### config.mk
export PLATFORM = sky130hd
export DESIGN_NAME = store_buffer
export DESIGN_NICKNAME = d
export VERILOG_FILES = /design/src/rtl/store_buffer.sv
export SDC_FILE = /design/constraint.sdc
export NUM_CORES = 1
export LEC_CHECK = 0
export ABC_AREA = 1
export CAP_MARGIN = 25
export CORE_ASPECT_RATIO = 1.2
export CORE_MARGIN = 2
export CORE_UTILIZATION = 30
export DETAILED_ROUTE_END_ITERATION = 10
export SYNTH_ARGS = -nofsm -noshare
export SYNTH_HDL_FRONTEND = slang
export SYNTH_SLANG_ARGS = --single-unit
### constraint.sdc
create_clock -name clk -period 5.5 [get_ports clk]
set_input_delay 0.825 -clock clk [delete_from_list [all_inputs] [get_ports clk]]
set_output_delay 0.825 -clock clk [all_outputs]
set_load 0.05 [all_outputs]
### src/rtl/store_buffer.sv
// Store buffer between MEM stage and data memory: a circular FIFO of pending
// stores with youngest-match load forwarding, load/store port arbitration
// and a fence-style flush.
//
// Ports:
//   clk, rst                    clock, async active-low reset
//   capture_store, store_*      store enqueue request (addr/data/byte enables)
//   load_request, load_addr     MEM-stage load probing the buffer
//   flush_req                   pulse: drain every entry, then flush_done
//   mem_wr_ready                memory accepts the presented write
//   wr_enable, wr_addr,
//   wr_data, write_byte_enable  head entry presented to memory
//   buffer_forward_valid/data   forwarded load data (full-word hit)
//   forward_stall               load hits a partially written word
//   buffer_full, buffer_empty   occupancy flags (state only)
//   flush_done                  one-cycle pulse when a flush finishes
module store_buffer #(
    parameter int DEPTH = 4
) (
    input  logic        clk,
    input  logic        rst,
    input  logic        capture_store,
    input  logic [31:0] store_addr,
    input  logic [31:0] store_data,
    input  logic [3:0]  store_byte_en,
    input  logic        load_request,
    input  logic [31:0] load_addr,
    input  logic        flush_req,
    input  logic        mem_wr_ready,
    output logic        wr_enable,
    output logic [31:0] wr_addr,
    output logic [31:0] wr_data,
    output logic [3:0]  write_byte_enable,
    output logic        buffer_forward_valid,
    output logic [31:0] buffer_forward_data,
    output logic        forward_stall,
    output logic        buffer_full,
    output logic        buffer_empty,
    output logic        flush_done
);

    localparam int PW = $clog2(DEPTH);
    localparam int CW = PW + 1;

    typedef enum logic {
        RUN   = 1'b0,
        FLUSH = 1'b1
    } state_t;

    state_t            state_q;
    logic [31:0]       addr_q [DEPTH];
    logic [31:0]       data_q [DEPTH];
    logic [3:0]        be_q   [DEPTH];
    logic [DEPTH-1:0]  valid_q;
    logic [PW-1:0]     head_q;
    logic [PW-1:0]     tail_q;
    logic [CW-1:0]     count_q;
    logic [CW-1:0]     count_d;
    logic              flush_done_q;

    logic              full;
    logic              empty;
    logic              drain;
    logic              enq;

    logic              fwd_hit;
    logic [PW-1:0]     fwd_idx;
    logic [PW-1:0]     scan_idx;
    logic              fwd_word;

    logic              unused_addr_lsb;

    assign full  = (count_q == CW'(DEPTH));
    assign empty = (count_q == '0);

    assign buffer_full  = full;
    assign buffer_empty = empty;
    assign flush_done   = flush_done_q;

    // Loads own the memory port in RUN unless the buffer is full, so a
    // full buffer can always make progress.
    assign wr_enable = !empty &&
                       (state_q == FLUSH || !load_request || full);

    assign drain = wr_enable && mem_wr_ready;
    // A same-cycle drain frees the slot the new store will occupy.
    assign enq   = capture_store && (!full || drain);

    assign wr_addr           = empty ? '0 : addr_q[head_q];
    assign wr_data           = empty ? '0 : data_q[head_q];
    assign write_byte_enable = empty ? '0 : be_q[head_q];

    always_comb begin
        count_d = count_q;
        if (enq && !drain) begin
            count_d = count_q + CW'(1);
        end else if (drain && !enq) begin
            count_d = count_q - CW'(1);
        end
    end

    // Scan oldest to youngest; the last match seen is the youngest.
    // The draining head still counts, a store being captured does not.
    always_comb begin
        fwd_hit  = 1'b0;
        fwd_idx  = '0;
        scan_idx = '0;
        for (int i = 0; i < DEPTH; i++) begin
            scan_idx = head_q + PW'(i);
            if ((CW'(i) < count_q) && valid_q[scan_idx] &&
                (addr_q[scan_idx][31:2] == load_addr[31:2])) begin
                fwd_hit = 1'b1;
                fwd_idx = scan_idx;
            end
        end
    end

    assign fwd_word = (be_q[fwd_idx] == 4'b1111);

    assign buffer_forward_valid = load_request && fwd_hit && fwd_word;
    assign buffer_forward_data  = buffer_forward_valid ?
                                  data_q[fwd_idx] : '0;
    assign forward_stall        = load_request && fwd_hit && !fwd_word;

    assign unused_addr_lsb = ^load_addr[1:0];

    always_ff @(posedge clk) begin
        if (enq) begin
            addr_q[tail_q] <= store_addr;
            data_q[tail_q] <= store_data;
            be_q[tail_q]   <= store_byte_en;
        end
    end

    always_ff @(posedge clk or negedge rst) begin
        if (!rst) begin
            head_q       <= '0;
            tail_q       <= '0;
            count_q      <= '0;
            valid_q      <= '0;
            state_q      <= RUN;
            flush_done_q <= 1'b0;
        end else begin
            count_q      <= count_d;
            flush_done_q <= 1'b0;
            if (drain) begin
                valid_q[head_q] <= 1'b0;
                head_q          <= head_q + PW'(1);
            end
            // Enqueue after the clear: when full, tail and head coincide.
            if (enq) begin
                valid_q[tail_q] <= 1'b1;
                tail_q          <= tail_q + PW'(1);
            end
            unique case (state_q)
                RUN: begin
                    if (flush_req) begin
                        // Nothing left after this edge: finish at once.
                        if (empty || count_d == '0) begin
                            flush_done_q <= 1'b1;
                        end else begin
                            state_q <= FLUSH;
                        end
                    end
                end
                FLUSH: begin
                    if (count_d == '0) begin
                        state_q      <= RUN;
                        flush_done_q <= 1'b1;
                    end
                end
                default: state_q <= RUN;
            endcase
        end
    end

endmodule

### Yosys cells after proc, flatten, opt, wreduce, memory -nomap -nowiden

Memories as Yosys holds them, arrays and structs flattened.
Cells that the tools add are included.

* register bits after elaboration: 13
* memory bits (writable): 272
* input port bits: 106
* output and inout bits: 106
* word-level logic and storage cells: 104
* memories: 3

* add/subtract/negate cells: 6
* magnitude comparators: 11
* equal/unequal tests: 6
* muxes and demuxes: 38
* bitwise gates (word level): 4
* reduce and logical (&&, ||, !) cells: 30

Memories
* addr_q: depth 4, width 32, rd ports 4, clocked after memory_dff 0, write ports 1, line 51 `logic [31:0] addr_q [DEPTH];`
* data_q: depth 4, width 32, rd ports 2, clocked after memory_dff 0, write ports 1, line 52 `logic [31:0] data_q [DEPTH];`
* be_q: depth 4, width 4, rd ports 2, clocked after memory_dff 0, write ports 1, line 53 `logic [3:0] be_q [DEPTH];`

Operator list (count)
* == test 30 bit: 4
* 2-to-1 mux 32 bit: 3
* logical AND 1 bit: 18
* 2-to-1 mux 1 bit: 18
* less-than comparator 2 x 3 -> 1 bit (second input constant): 5
* 2-to-1 mux 4 bit: 3
* binary-select mux 1 bit (select 2 bit): 4
* 2-to-1 mux 2 bit: 4
* logical NOT 1 bit: 6
* logical NOT 3 bit: 2
* less-than comparator 1 x 3 -> 1 bit (first input constant): 2
* less-than comparator 2 x 3 -> 1 bit (first input constant): 2
* 2-to-1 mux 3 bit: 2
* adder 2 x 1 -> 2 bit (second input constant): 2
* adder 2 bit (second input constant): 2
* bitwise AND 4 bit: 1
* demux 1 bit (select 2 bit): 2
* == test 4 bit (second input constant): 1
* >= comparator 2 x 1 -> 1 bit (second input constant): 2
* logical OR 1 bit: 4
* inverter 4 bit: 1
* OR 4 bit: 1
* case mux 1 bit (2 select lines): 2
* adder 3 x 1 -> 3 bit (second input constant): 1
* other kinds (3): 3

### Depth between registers and ports, before layout

* word-level depth: 16
* mapped depth: 28
* mapped depth without buffers: 22

### Least setup slack after synthesis

No wires, ideal clock.

* path type: input to register
* start: input load_request
* end: memory addr_q[0][0] (enable)
* setup time: 495 ps
* arrival: 5448 ps
* data required time: 5005 ps
* setup slack: -443 ps
* stages on the path: 5
* buffers on the path: 0
* cells stage by stage: a31oi_1 > nand2_1 > a21oi_1 > inv_1 > nor2_1

* longest elaborated chain between the ends: 9

Ends and longest elaborated chain
* start: declaration: line 26 `input logic load_request,`
* logical NOT 1 bit: line 83 `(state_q == FLUSH || !load_request || full);`
* logical OR 1 bit (2 in series): line 83
* logical AND 1 bit: line 82 `assign wr_enable = !empty &&`
* logical AND 1 bit: line 85 `assign drain = wr_enable && mem_wr_ready;`
* logical OR 1 bit: line 87 `assign enq = capture_store && (!full || drain);`
* logical AND 1 bit: line 87
* 2-to-1 mux 1 bit: line 128 `if (enq) begin`
* 2-to-1 mux 1 bit (not written as such): line 129 `addr_q[tail_q] <= store_addr;`
* end: declaration: line 51

No other way between the ends.

### Worst setup path in the final report

* start: register head_q[0]
* end: output buffer_forward_data[27]

* longest elaborated chain between the ends: 12
* elaborated cells on any way between the ends: 38
* classes of those cells: add/sub: 3; eq/ne: 5; mux: 17; reduce/logical: 10; memory: 3

Ends and longest elaborated chain
* start: declaration: line 55 `logic [PW-1:0] head_q;`
* start signal: assignment: line 148 `head_q <= head_q + PW'(1);`
* branches (longest 11 deep; another with memory read (4 x 32 bit))
* 2-to-1 mux 32 bit (*): line 121 `assign buffer_forward_data = buffer_forward_valid ?`
* end: declaration: line 35 `output logic [31:0] buffer_forward_data,`

Mark *: on every way between the ends. The select of a mux whose other input is x is not followed.

==> flow_summary.ini <==
[run_status]
status = completed

[timing]
final.setup.worst_slack_ps = 294
slew_viol_final = 0
fin_crit_ps = 5210
timing.slew.headroom = 0.426
worst_pin_slew_ps = 860
period_share = 0.947
rsz0062_at_grt = false
clock_skew_ps = 13.5
setup_violations = 0
setup_tns_ps = 0
max_clock_freq_mhz = 192
hold_violations = 0

[placement]
dp_slack_ps = 626
place.gp.congestion = 1.04
postPlaceCellArea_um2 = 21300
post-dp-hpwl_mm = 45.2
dp_cells = 3377
portBuffers = 209

[logic_synthesis]
yosysUniqueCellTypes = 31
synth_seq_area_share = 0.470
synth_warnings = 0
netlist_area_um2 = 18100
syn_inst = 2463
ys_async_sr_fraction = 0.0456
syn_avg_cell_area_um2 = 7.34
ys.flop_type = edfxtp_1
syn_nets = 2581
synth_enable_flop_cells = 272
synth_seq_cells = 285

[critical_path]
worstReg2RegStart = count_q[0]$_DFF_PN0_
end_kind = primary output
r2r-end = addr_q[3][21]$_DFFE_PP_
crit_path_top_delay_cell = dfrtp_4
ff2ff_setup_slack_ps = 2400
worst-r2r-cell-count = 11
worst_ep_required_time_ps = 4680
cp.arrival_ps = 4380
slowest_delay_ps = 510
cp_max_fo = 64
path_cells = inv_4 > ha_2 > inv_4 > buf_12 > nand3_1 > nand3_1 > nand2_1 > nor2_1 > nand2_1 > nor2_1 > nand2_1 > nor2_1 > nand2_1 > nand2_1 > nand2_2 > buf_12 > nand3b_1 > nand3_1 > nand2_1 > inv_1 > nor2_1 > buf_12
cp-start-kind = flip-flop
setup.worst_path.class = reg -> out
critPathMostFrequentCell = nand2_1

[finish]
finalNonFillerCells = 3438
fillCellCount = 6272
diodes = 0
layout_commonest_cell = nand2_1
most-common-layout-cells = nand2_1, nand3_1, edfxtp_1
design_area_um2 = 22400
drive_gt1_frac = 0.0497
syn2layout_area_growth_pct = 24.1
nets = 2732

[die]
num_rows = 98
die_area_um2 = 62300
fp.dieW_um = 228
ios = 212
core_um2 = 59600
chipHeight_um = 273
start_util = 0.303

[pwr]
peakVddDrop_uv = 457
power_mw = 14.7
powerDensity_nw_per_um2 = 655
p_leak_nw = 9.67

[route]
drcViolationCount = 0
drt_pass1_iterations = 9
vias_per_cell = 4.99
drt_iter0_drc = 1324
drt_wl_total_mm = 64.1
wl_per_cell_um = 18.6
vias = 17200
ant_nets = 0

[cts]
numCtsBuffers = 34
clock_latency_ps = 550
post_cts_buffers = 0
cts.sinks = 285
cts_buffer_depth = 3
clk_pin_slew_worst_paths_ps = 60
root_buffer = clkbuf_16
cts_max_level = 2
cts_tree = done

[job]
drv_cap = 0

[grt]
grt_usage = 0.202
grt_max_degree = 181
grt_pass1_wl_mm = 96.1
antenna_found_initial = 4
grt_pass1_vias = 16600
overflow = 0

[hold_path]
hp-class = reg -> reg
hold_path_depth = 1
hold_end = flush_done$_DFF_PN0_
hp-start = state_q$_DFF_PN0_
-- flip-flops by register name, indices dropped and copies added, names as in the netlist --
signal,count
addr_q,128
data_q,128
be_q,16
valid_q,4
count_q,3
head_q,2
tail_q,2
flush_done,1
state_q,1
-- Yosys cell counts (2+ instances only) --
cell      instances  area (um2)
nand2_1         915        3430
buf_4             7        52.6
nand3b_1         67         503
nand4_1           9        56.3
ha_1             12         150
nor3_1            2        10.0
nor2_1          252         946
clkbuf_1         38         143
and3_1            3        18.8
dfrtp_1          13         325
edfxtp_1        272        8170
nand3_1         443        2220
xor2_1            9        78.8
buf_2            61         305
o21ai_0          56         280
a21oi_1          76         380
buf_1            14        52.6
inv_1           165         619
clkinv_1          2        7.51
inv_2             5        18.8
o211ai_1         32         240
-- cells by family (layout without fill, tap and decap cells) --
family          after synthesis  after routing  synth area share
buf+inv                     292            467            0.0663
fa+ha+maj                    12             12           0.00830
compound gates              170            170            0.0522
flops                       285            285             0.470
xor+xnor                     10             10           0.00484
simple gates               1694           1694             0.399
-- per-stage QoR --
step	hold slack, ps	util
finish	499	0.377
global route	521	0.377
CTS	503	0.375
detailed placement	489	0.358
global placement	487	0.358
floorplan	473	-
-- timing repair --
action,CTS,global route
gates resized for setup,0,12
endpoints found under the setup margin,0,33
endpoints found under the hold margin,0,0
hold buffers,0,0
-- report_power, final --
group | switching, mW | internal (mW)
logic | 6.79 | 2.69
registers | 0.177 | 2.89
clock network | 0.936 | 1.21
total | 7.91 | 6.78
-- how the worst max path moves through the flow --
stage	cells past startpoint	slack (ps)	to	from
6_report	22	290	buffer_forward_data[27]	head_q[0]$_DFFE_PN0P_
5_1_grt	22	7	buffer_forward_data[27]	head_q[0]$_DFFE_PN0P_
4_1_cts	21	2	buffer_forward_data[27]	head_q[0]$_DFFE_PN0P_
3_5_place_dp	21	630	buffer_forward_data[27]	head_q[0]$_DFFE_PN0P_
3_3_place_gp	21	600	buffer_forward_data[27]	head_q[0]$_DFFE_PN0P_
2_1_floorplan	5	-440	addr_q[0][0]$_DFFE_PP_	load_request
-- layer usage --
layer  wire length (um)  vias up  part of all wire  GRT usage
met3               4560      156             0.071     0.0439
met4               2620        8             0.041     0.0822
met1              25200     7882              0.39      0.235
met2              31600      638              0.49      0.361
li1                   -     8485                 -          -
met5                 52        -           0.00081          0
-- cell type report --
class / instances / area (um2) / share of cell area
Clock buffer: 41 / 887 / 0.0395
Clock inverter: 19 / 153 / 0.00680
Sequential cell: 285 / 8500 / 0.379
Timing Repair Buffer: 235 / 2800 / 0.125
Tap cell: 800 / 1000 / 0.0446
Multi-Input combinational cell: 1886 / 8450 / 0.377
Inverter: 172 / 651 / 0.0290
-- critical path: cells and delay by family (launching register included) --
family / cells / cell delay [ps]
AND/OR/NAND/NOR: 15 / 1920
adder cells (fa/ha/maj): 1 / 310
buffers and inverters: 6 / 980
flip-flops: 1 / 510
Power figures use the tool's default switching activity.
